**src/rtl/spi_master_arbiter.sv**
```systemverilog
// spi_master_arbiter: round-robin front end sharing one SPI Master between
// three requesters. Sequences start/slave/tx byte into the Master, times the
// fixed-length transfer, and returns the received byte with a done pulse.
module spi_master_arbiter #(
  parameter int unsigned XFER_CYCLES  = 9,
  parameter int unsigned GUARD_CYCLES = 1,
  parameter int unsigned NUM_SLAVES   = 3
) (
  input  logic        clk,
  input  logic        reset,
  input  logic [2:0]  req,
  input  logic [5:0]  reqSlave,
  input  logic [23:0] reqData,
  output logic [2:0]  ack,
  output logic [2:0]  err,
  output logic [2:0]  done,
  output logic [7:0]  rxData,
  output logic        busy,
  output logic        start,
  output logic [1:0]  slaveSelect,
  output logic [7:0]  masterDataToSend,
  input  logic [7:0]  masterDataReceived
);

  localparam logic [2:0] IDLE    = 3'd0;
  localparam logic [2:0] START   = 3'd1;
  localparam logic [2:0] WAIT    = 3'd2;
  localparam logic [2:0] CAPTURE = 3'd3;
  localparam logic [2:0] GUARD   = 3'd4;

  localparam int unsigned CNT_MAX = (XFER_CYCLES > GUARD_CYCLES) ? XFER_CYCLES : GUARD_CYCLES;
  localparam int unsigned CNT_W   = (CNT_MAX < 2) ? 1 : $clog2(CNT_MAX);

  logic [2:0]       state;
  logic [CNT_W-1:0] cnt;
  logic [1:0]       ptr;
  logic [1:0]       cur;
  logic [2:0]       errQ;
  logic             holdOff;

  logic             winFound;
  logic [1:0]       winIdx;
  logic [1:0]       cand;
  logic [1:0]       winSlave;
  logic [7:0]       winData;
  logic             winValid;

  // Round-robin search starting just after the last winner, wrapping at 3.
  always_comb begin
    winFound = 1'b0;
    winIdx   = 2'd0;
    cand     = 2'd0;
    for (int unsigned k = 1; k <= 3; k++) begin
      cand = 2'((32'(ptr) + k) % 3);
      if (!winFound && req[cand]) begin
        winFound = 1'b1;
        winIdx   = cand;
      end
    end
  end

  // Slave ID and tx byte of the current winner, plus its validity.
  always_comb begin
    winSlave = reqSlave[1:0];
    winData  = reqData[7:0];
    case (winIdx)
      2'd1: begin
        winSlave = reqSlave[3:2];
        winData  = reqData[15:8];
      end
      2'd2: begin
        winSlave = reqSlave[5:4];
        winData  = reqData[23:16];
      end
      default: ;
    endcase
    winValid = {30'd0, winSlave} < NUM_SLAVES;
  end

  // Transfer sequencer. holdOff skips arbitration for the first IDLE cycle
  // after a transfer so the finished requester can react to done before its
  // req is sampled again; this gives the 4+XFER+GUARD grant period.
  always_ff @(posedge clk) begin
    if (reset) begin
      state            <= IDLE;
      cnt              <= '0;
      ptr              <= 2'd2;
      cur              <= 2'd0;
      errQ             <= '0;
      holdOff          <= 1'b0;
      slaveSelect      <= '0;
      masterDataToSend <= '0;
      rxData           <= '0;
    end else begin
      errQ <= '0;
      case (state)
        IDLE: begin
          if (holdOff) begin
            holdOff <= 1'b0;
          end else if (winFound) begin
            ptr <= winIdx;
            if (winValid) begin
              cur              <= winIdx;
              slaveSelect      <= winSlave;
              masterDataToSend <= winData;
              state            <= START;
            end else begin
              errQ <= 3'b001 << winIdx;
            end
          end
        end
        START: begin
          cnt   <= '0;
          state <= WAIT;
        end
        WAIT: begin
          if (cnt == CNT_W'(XFER_CYCLES - 1)) begin
            cnt    <= '0;
            rxData <= masterDataReceived;
            state  <= CAPTURE;
          end else begin
            cnt <= cnt + CNT_W'(1);
          end
        end
        CAPTURE: begin
          cnt <= '0;
          if (GUARD_CYCLES == 0) begin
            state   <= IDLE;
            holdOff <= 1'b1;
          end else begin
            state <= GUARD;
          end
        end
        GUARD: begin
          if (cnt == CNT_W'(GUARD_CYCLES - 1)) begin
            cnt     <= '0;
            state   <= IDLE;
            holdOff <= 1'b1;
          end else begin
            cnt <= cnt + CNT_W'(1);
          end
        end
        default: state <= IDLE;
      endcase
    end
  end

  // Handshake and Master strobes decoded from the registered state.
  always_comb begin
    start = (state == START);
    busy  = (state != IDLE);
    ack   = (state == START)   ? (3'b001 << cur) : 3'b000;
    done  = (state == CAPTURE) ? (3'b001 << cur) : 3'b000;
    err   = errQ;
  end

endmodule
```
**config.mk**
```make
export PLATFORM = sky130hd
export DESIGN_NAME = spi_master_arbiter
export DESIGN_NICKNAME = d
export VERILOG_FILES = /design/src/rtl/spi_master_arbiter.sv
export SDC_FILE = /design/constraint.sdc
export NUM_CORES = 1
export LEC_CHECK = 0
export ABC_AREA = 1
export CAP_MARGIN = 25
export CELL_PAD_IN_SITES_DETAIL_PLACEMENT = 1
export CELL_PAD_IN_SITES_GLOBAL_PLACEMENT = 1
export CORE_UTILIZATION = 33
export CTS_BUF_LIST = sky130_fd_sc_hd__clkbuf_8
export CTS_CLUSTER_DIAMETER = 50
export DETAILED_ROUTE_END_ITERATION = 8
export PLACE_DENSITY = 0.92
export SYNTH_ARGS = -nofsm -noshare
export SYNTH_HDL_FRONTEND = slang
export SYNTH_SLANG_ARGS = --single-unit
```
**constraint.sdc**
```tcl
create_clock -name clk -period 4.1 [get_ports clk]
set_input_delay 0.82 -clock clk [delete_from_list [all_inputs] [get_ports clk]]
set_output_delay 0.82 -clock clk [all_outputs]
set_load 0.1 [all_outputs]
```
# Yosys cells after proc, flatten, opt, wreduce, memory -nomap -nowiden
# Index checks and enable logic that the tools add are counted.
[word_totals] ff_bits=33 inputBits=43 output_inout_bits=29
[classes] n_addsub=4 div=3 n_lt_le_gt_ge=4 n_eq_ne=12 n_shift=2 n_mux=27 bitwise=3 n_reduce_logical=16
[ops] op="$mod A32 B2 Y32 const B" count=3
[ops] op="$mux W3" count=7
[ops] op="$pmux W8 S2" count=1
[ops] op="$pmux W3 S5" count=1
[ops] op="$pmux W4 S3" count=1
[ops] op="$ne A2 B2 Y1 const B" count=5
[ops] op="$lt A2 B3 Y1 const B" count=3
[ops] op="$mux W4" count=2
[ops] op="$mux W1" count=7
[ops] op="$add A2 B2 Y3 const B" count=2
[ops] op="$bmux W1 S2" count=3
[ops] op="$eq A3 B2 Y1 const B" count=2
[ops] op="$mux W2" count=3
[ops] op="$reduce_bool A3 Y1" count=2
[ops] op="$shl A1 B2 Y3 const A" count=2
[ops] op="$reduce_and A5 Y1" count=1
[ops] op="$reduce_or A5 Y1" count=1
[ops] op="$add A4 B1 Y4 const B" count=1
[ops] op="$eq A4 B4 Y1 const B" count=1
[ops] op="$logic_not A4 Y1" count=1
[ops] op="$pmux W2 S2" count=1
[ops] op="$reduce_and A2 Y1" count=2
[ops] op="$reduce_and A4 Y1" count=1
[ops] op="$add A2 B1 Y3 const B" count=1
[ops] op="other kinds (13)" count=17

# Longest topological paths before layout
[depth] word_depth=18 mapped_depth=24

# Worst setup path after synthesis
# OpenSTA, ideal clock, no wires.
[synth_path] path_type="register to output" start="register state[2]" end="output ack[0]" t_arrival_ps=4107 required_ps=3280 setup_slack_ps=-827 path_stages_with_launch=6 path_buffers=0 path_cell_list="dfxtp_1 inv_2 nand2_1 nor2_1 inv_1 nor3_1"
[synth_via] elab_chain_cells=2
[synth_rtl] element="start: declaration" line_no="34" rtl="logic [2:0] state;"
[synth_rtl] element="start signal: assignment" line_no="85" rtl="state <= IDLE;"
[synth_rtl] element="start signal: assignment" line_no="106" rtl="state <= START;"
[synth_rtl] element="start signal: assignment" line_no="114" rtl="state <= WAIT;"
[synth_rtl] element="$eq A3 B1 Y1"
[synth_rtl] element="via start" line_no="19" rtl="output logic start,"
[synth_rtl] element="$mux W3" line_no="152" rtl="ack = (state == START) ? (3'b001 << cur) : 3'b000;"
[synth_rtl] element="end: declaration" line_no="14" rtl="output logic [2:0] ack,"
# The timed path passes the listed nets, and every way through them passes these cells.

# Worst setup path in the final report
[layout_path] start="input req[1]" end="register masterDataToSend[7]"
[layout_via] elab_chain_cells=13 elab_cells_between_ends=22
[layout_rtl] element="start: declaration" line_no="11" rtl="input logic [2:0] req,"
[layout_rtl] element="$bmux W1 S2" line_no="55" rtl="if (!winFound && req[cand]) begin"
[layout_rtl] element="$mux W1 (not written as such)" line_no="55"
[layout_rtl] element="$mux W1" line_no="55"
[layout_rtl] element="$logic_not A1 Y1" line_no="55"
[layout_rtl] element="$logic_and A1 B1 Y1" line_no="55"
[layout_rtl] element="$mux W1" line_no="55"
[layout_rtl] element="$logic_not A1 Y1" line_no="55"
[layout_rtl] element="$logic_and A1 B1 Y1" line_no="55"
[layout_rtl] element="$mux W2 *" line_no="55"
[layout_rtl] element="via winIdx[0]" line_no="42" rtl="logic [1:0] winIdx;"
[layout_rtl] element="$eq A2 B2 Y1 or $eq A2 B1 Y1 (tied branches)" line_no="66" rtl="case (winIdx)"
[layout_rtl] element="$pmux W2 S2" line_no="66"
[layout_rtl] element="$lt A2 B2 Y1" line_no="77" rtl="winValid = {30'd0, winSlave} < NUM_SLAVES;"
[layout_rtl] element="$reduce_and A4 Y1 (no line)"
[layout_rtl] element="end signal: assignment" line_no="105" rtl="masterDataToSend <= winData;"
[layout_rtl] element="end: declaration" line_no="21" rtl="output logic [7:0] masterDataToSend,"
# Mark *: on every way through the listed nets, which the timed path passes. The rest lies on a longest branch. The select of a mux whose other input is x is not followed.
# A chain may end at the register's enable or synchronous reset.

==> impl_summary.log <==
INFO  metric run_status = completed
INFO  metric die_x = 77.4 µm
INFO  metric final_nets = 412
INFO  metric slew_limit_fails = 0
INFO  metric max_cap_viol_count = 0
INFO  metric yosysWarningCount = 0
INFO  metric finalWorstPathRequiredPeriod = 3.30 ns
INFO  metric cts.root.buffer_cell = clkbuf_8
INFO  metric setup_tns = 0 ns
INFO  metric worst-path-buf-inv = 3
INFO  metric post_route_cells_drive_above_1_share = 0.0994
INFO  metric grt_setup_unrepaired = no
INFO  metric io_buffers = 71
INFO  metric cts.path.max_buffers = 2
INFO  metric cp-start-kind = primary input
INFO  metric routabilityCongestion = 0.785
INFO  metric worst_path_max_delay_cell = clkdlybuf4s50_1
INFO  metric gr-usage-all-layers = 0.194
INFO  metric pin_count = 72
INFO  metric cts_sinks = 33
INFO  metric clock.fmax = 303 MHz
INFO  metric drc_errors = 0
INFO  metric report.final.hold_viol_count = 0
INFO  metric routed-via-count = 2112
INFO  metric postSynthCellCount = 291
INFO  metric crit_fanout = 20
INFO  metric setup_violations = 0
INFO  metric cts_resized = 0
INFO  metric starting_utilization_of_the_core_area = 0.341
INFO  metric static-leakage-power = 1.19 nW
INFO  metric cp_data_required_time = 4.30 ns
INFO  metric antennaDiodeCount = 0
INFO  metric final_wirelength = 5580 µm
INFO  metric number_of_enable_flip_flop_cells_after_synthesis = 0
INFO  metric grt_start_max_net_pins = 24
INFO  metric global_route.overflow_total = 0
INFO  metric timing_worst_setup_path_type = primary input to register
INFO  metric detail_route.wl_per_cell = 12.9 µm
INFO  metric critPathMaxStageDelay = 0.54 ns
INFO  metric core_area = 5510 µm²
INFO  metric timing.hold.worst_path_depth = 2
INFO  metric hpwl = 4300 µm
INFO  metric vdd.ir_drop.worst = 0.000653 V
INFO  metric drt_first_pass_iters = 4
INFO  metric grt_antenna_before_repair = 0
INFO  metric relSlewSlack = 0.336
INFO  metric cp_num_cells = 19
INFO  metric core.rowCount = 27
INFO  metric htree_num_levels = 2
INFO  metric worst-endpoint-arrival = 3.50 ns
INFO  metric tritoncts = built
INFO  metric clock_skew = 0.00789 ns
INFO  metric tritoncts.num_buffers = 5
INFO  metric path_delay_family = simple AND/OR/NAND/NOR gates
INFO  metric timing.final.crit_share = 0.805
INFO  metric ys_ff_latch = 33
INFO  metric detailedRoute.firstIterationViolations = 52
INFO  metric area_delta_synth_final = 45.7%
INFO  metric final_antenna_net_count = 0
INFO  metric holdCritPathClass = register to register
INFO  metric critical_path.most_common_cell = nand2_1
INFO  metric power_density = 902 nW/µm²
INFO  metric synth-seq-area-share = 0.352
INFO  metric die_area = 5990 µm²
INFO  metric end_kind = register
INFO  metric synth.top_cells.by_area = dfxtp_1, nand2_1, nor2_1
INFO  metric avgSynthCellArea = 6.45 µm²
INFO  metric synth_area_leader_cell = dfxtp_1
INFO  metric synthDominantCellAreaShare = 0.352
INFO  metric floorplan.die.height = 77.4 µm
INFO  metric worstSkewPairLatency = 0.29 ns
INFO  metric reg2reg_depth = 21
INFO  metric timing.final.ws_setup = 0.798 ns
INFO  metric cts.reportedPaths.clkPinSlew = 0.08 ns
INFO  metric worst_slew_pin_slew = 0.993 ns
INFO  metric synth_top_flop_cell = dfxtp_1
INFO  metric n_fill_cell = 712
INFO  metric detailedPlace.worstSlack = 0.509 ns
INFO  metric ys_async_sr_fraction = 0
INFO  metric post-cts-setup-buffer-count = 0
INFO  metric synth_nets = 342
INFO  metric viasPerCell = 4.87
INFO  metric grt_first_pass_wirelength = 9180 µm
INFO  metric crit_path_cell_trace = clkdlybuf4s50_1 -> nand2_1 -> nand3_1 -> nand2_1 -> nand3_1 -> nor2_1 -> nor2_2 -> inv_2 -> ha_1 -> nand2_1 -> nand3_1 -> nand2_1 -> inv_2 -> nand2_4 -> nand2_4 -> nor2_4 -> nand2_1 -> nand2_1 -> nor2_1
INFO  metric synth.distinct_cells = 24
INFO  metric cts.hold.buffers_added = 0
INFO  metric syn-cell-area = 1880 µm²
INFO  metric grt_pass1_vias = 2072
## cell families after synthesis
kind of cell / synth area share
compound gates: 0.109
xor+xnor: 0.00934
fa+ha+maj: 0.0533
buf+inv: 0.0953
flops: 0.352
simple gates: 0.381
## stage by stage
stage	std cells	power [W]	area, µm²	hold slack [ns]	util
after global routing	434	0.00267	2730	0.497	0.496
after floorplan	291	0.00185	1880	0.439	-
final	434	0.00247	2730	0.476	0.496
after global placement	426	0.00209	2620	0.453	0.476
after CTS	434	0.00249	2730	0.482	0.496
after detailed placement	426	0.00215	2620	0.471	0.476
## sequential cells by signal, indices dropped and copies added, names as in the netlist
signal	flops
masterDataToSend	8
rxData	8
cnt	4
err	3
state	3
cur	2
ptr	2
slaveSelect	2
holdOff	1
## power by group
part / total [W] / internal, W / switching (W)
Combinational: 0.00169 / 0.000491 / 0.00120
Clock: 0.000316 / 0.000182 / 0.000134
Sequential: 0.000464 / 0.000402 / 0.0000623
## cells in the mapped netlist, types with 3 or more instances
library cell	number
a21oi_1	26
dfxtp_1	33
ha_1	8
inv_1	15
inv_2	17
nand2_1	71
nand3_1	21
nand4_1	3
nor2_1	54
nor3_1	7
o21ai_0	3
o21ai_1	12
## tightest hold or removal path: cells and delay by family (launching register included)
family	cells	cell delay [ns]
simple gates	1	0.06
compound gates	1	0.05
flops	1	0.32
## cell type report
| cell class | count | area (µm²) | area share |
|---|---|---|---|
| multi-input cells | 217 | 1040 | 0.379 |
| flip-flops and latches | 33 | 661 | 0.242 |
| clock buffers | 5 | 68.8 | 0.0252 |
| clock inverters | 3 | 46.3 | 0.0169 |
| well taps | 72 | 90.1 | 0.0330 |
| inverters | 32 | 120 | 0.0439 |
| repair buffers | 72 | 711 | 0.260 |
## final timing paths
path | start | endpoint | slack, ns
max reg2reg | ptr[0]$_SDFFE_PP0P_ | masterDataToSend[7]$_SDFFE_PP0P_ | 0.96
max | req[1] | masterDataToSend[7]$_SDFFE_PP0P_ | 0.80
min reg2reg | holdOff$_SDFFE_PP0P_ | holdOff$_SDFFE_PP0P_ | 0.48
min | holdOff$_SDFFE_PP0P_ | holdOff$_SDFFE_PP0P_ | 0.48
## routing by layer
layer	routed length, µm	global-route usage
met1	2390	0.211
met2	2860	0.358
met4	99	0.0792
met3	227	0.0435
met5	0	0
## cell usage in the layout (no fill, tap or decap)
cell | netlist | final
a21oi_1 | 26 | 26
and3_1 | 1 | 1
buf_4 | 2 | 4
bufinv_16 | 0 | 1
clkbuf_8 | 0 | 5
clkdlybuf4s50_1 | 0 | 68
clkinv_4 | 0 | 1
clkinvlp_4 | 0 | 1
dfxtp_1 | 33 | 33
ha_1 | 8 | 8
inv_1 | 15 | 15
inv_2 | 17 | 17
nand2_1 | 71 | 71
nand2_4 | 2 | 2
nand3_1 | 21 | 21
nand3_2 | 1 | 1
nand4_1 | 3 | 3
nor2_1 | 54 | 54
nor2_2 | 2 | 2
nor2_4 | 2 | 2
nor3_1 | 7 | 7
o21ai_0 | 3 | 3
o21ai_1 | 12 | 12
or2_1 | 2 | 2
xor2_1 | 2 | 2
Note: power is estimated with default switching activity, not from simulation.
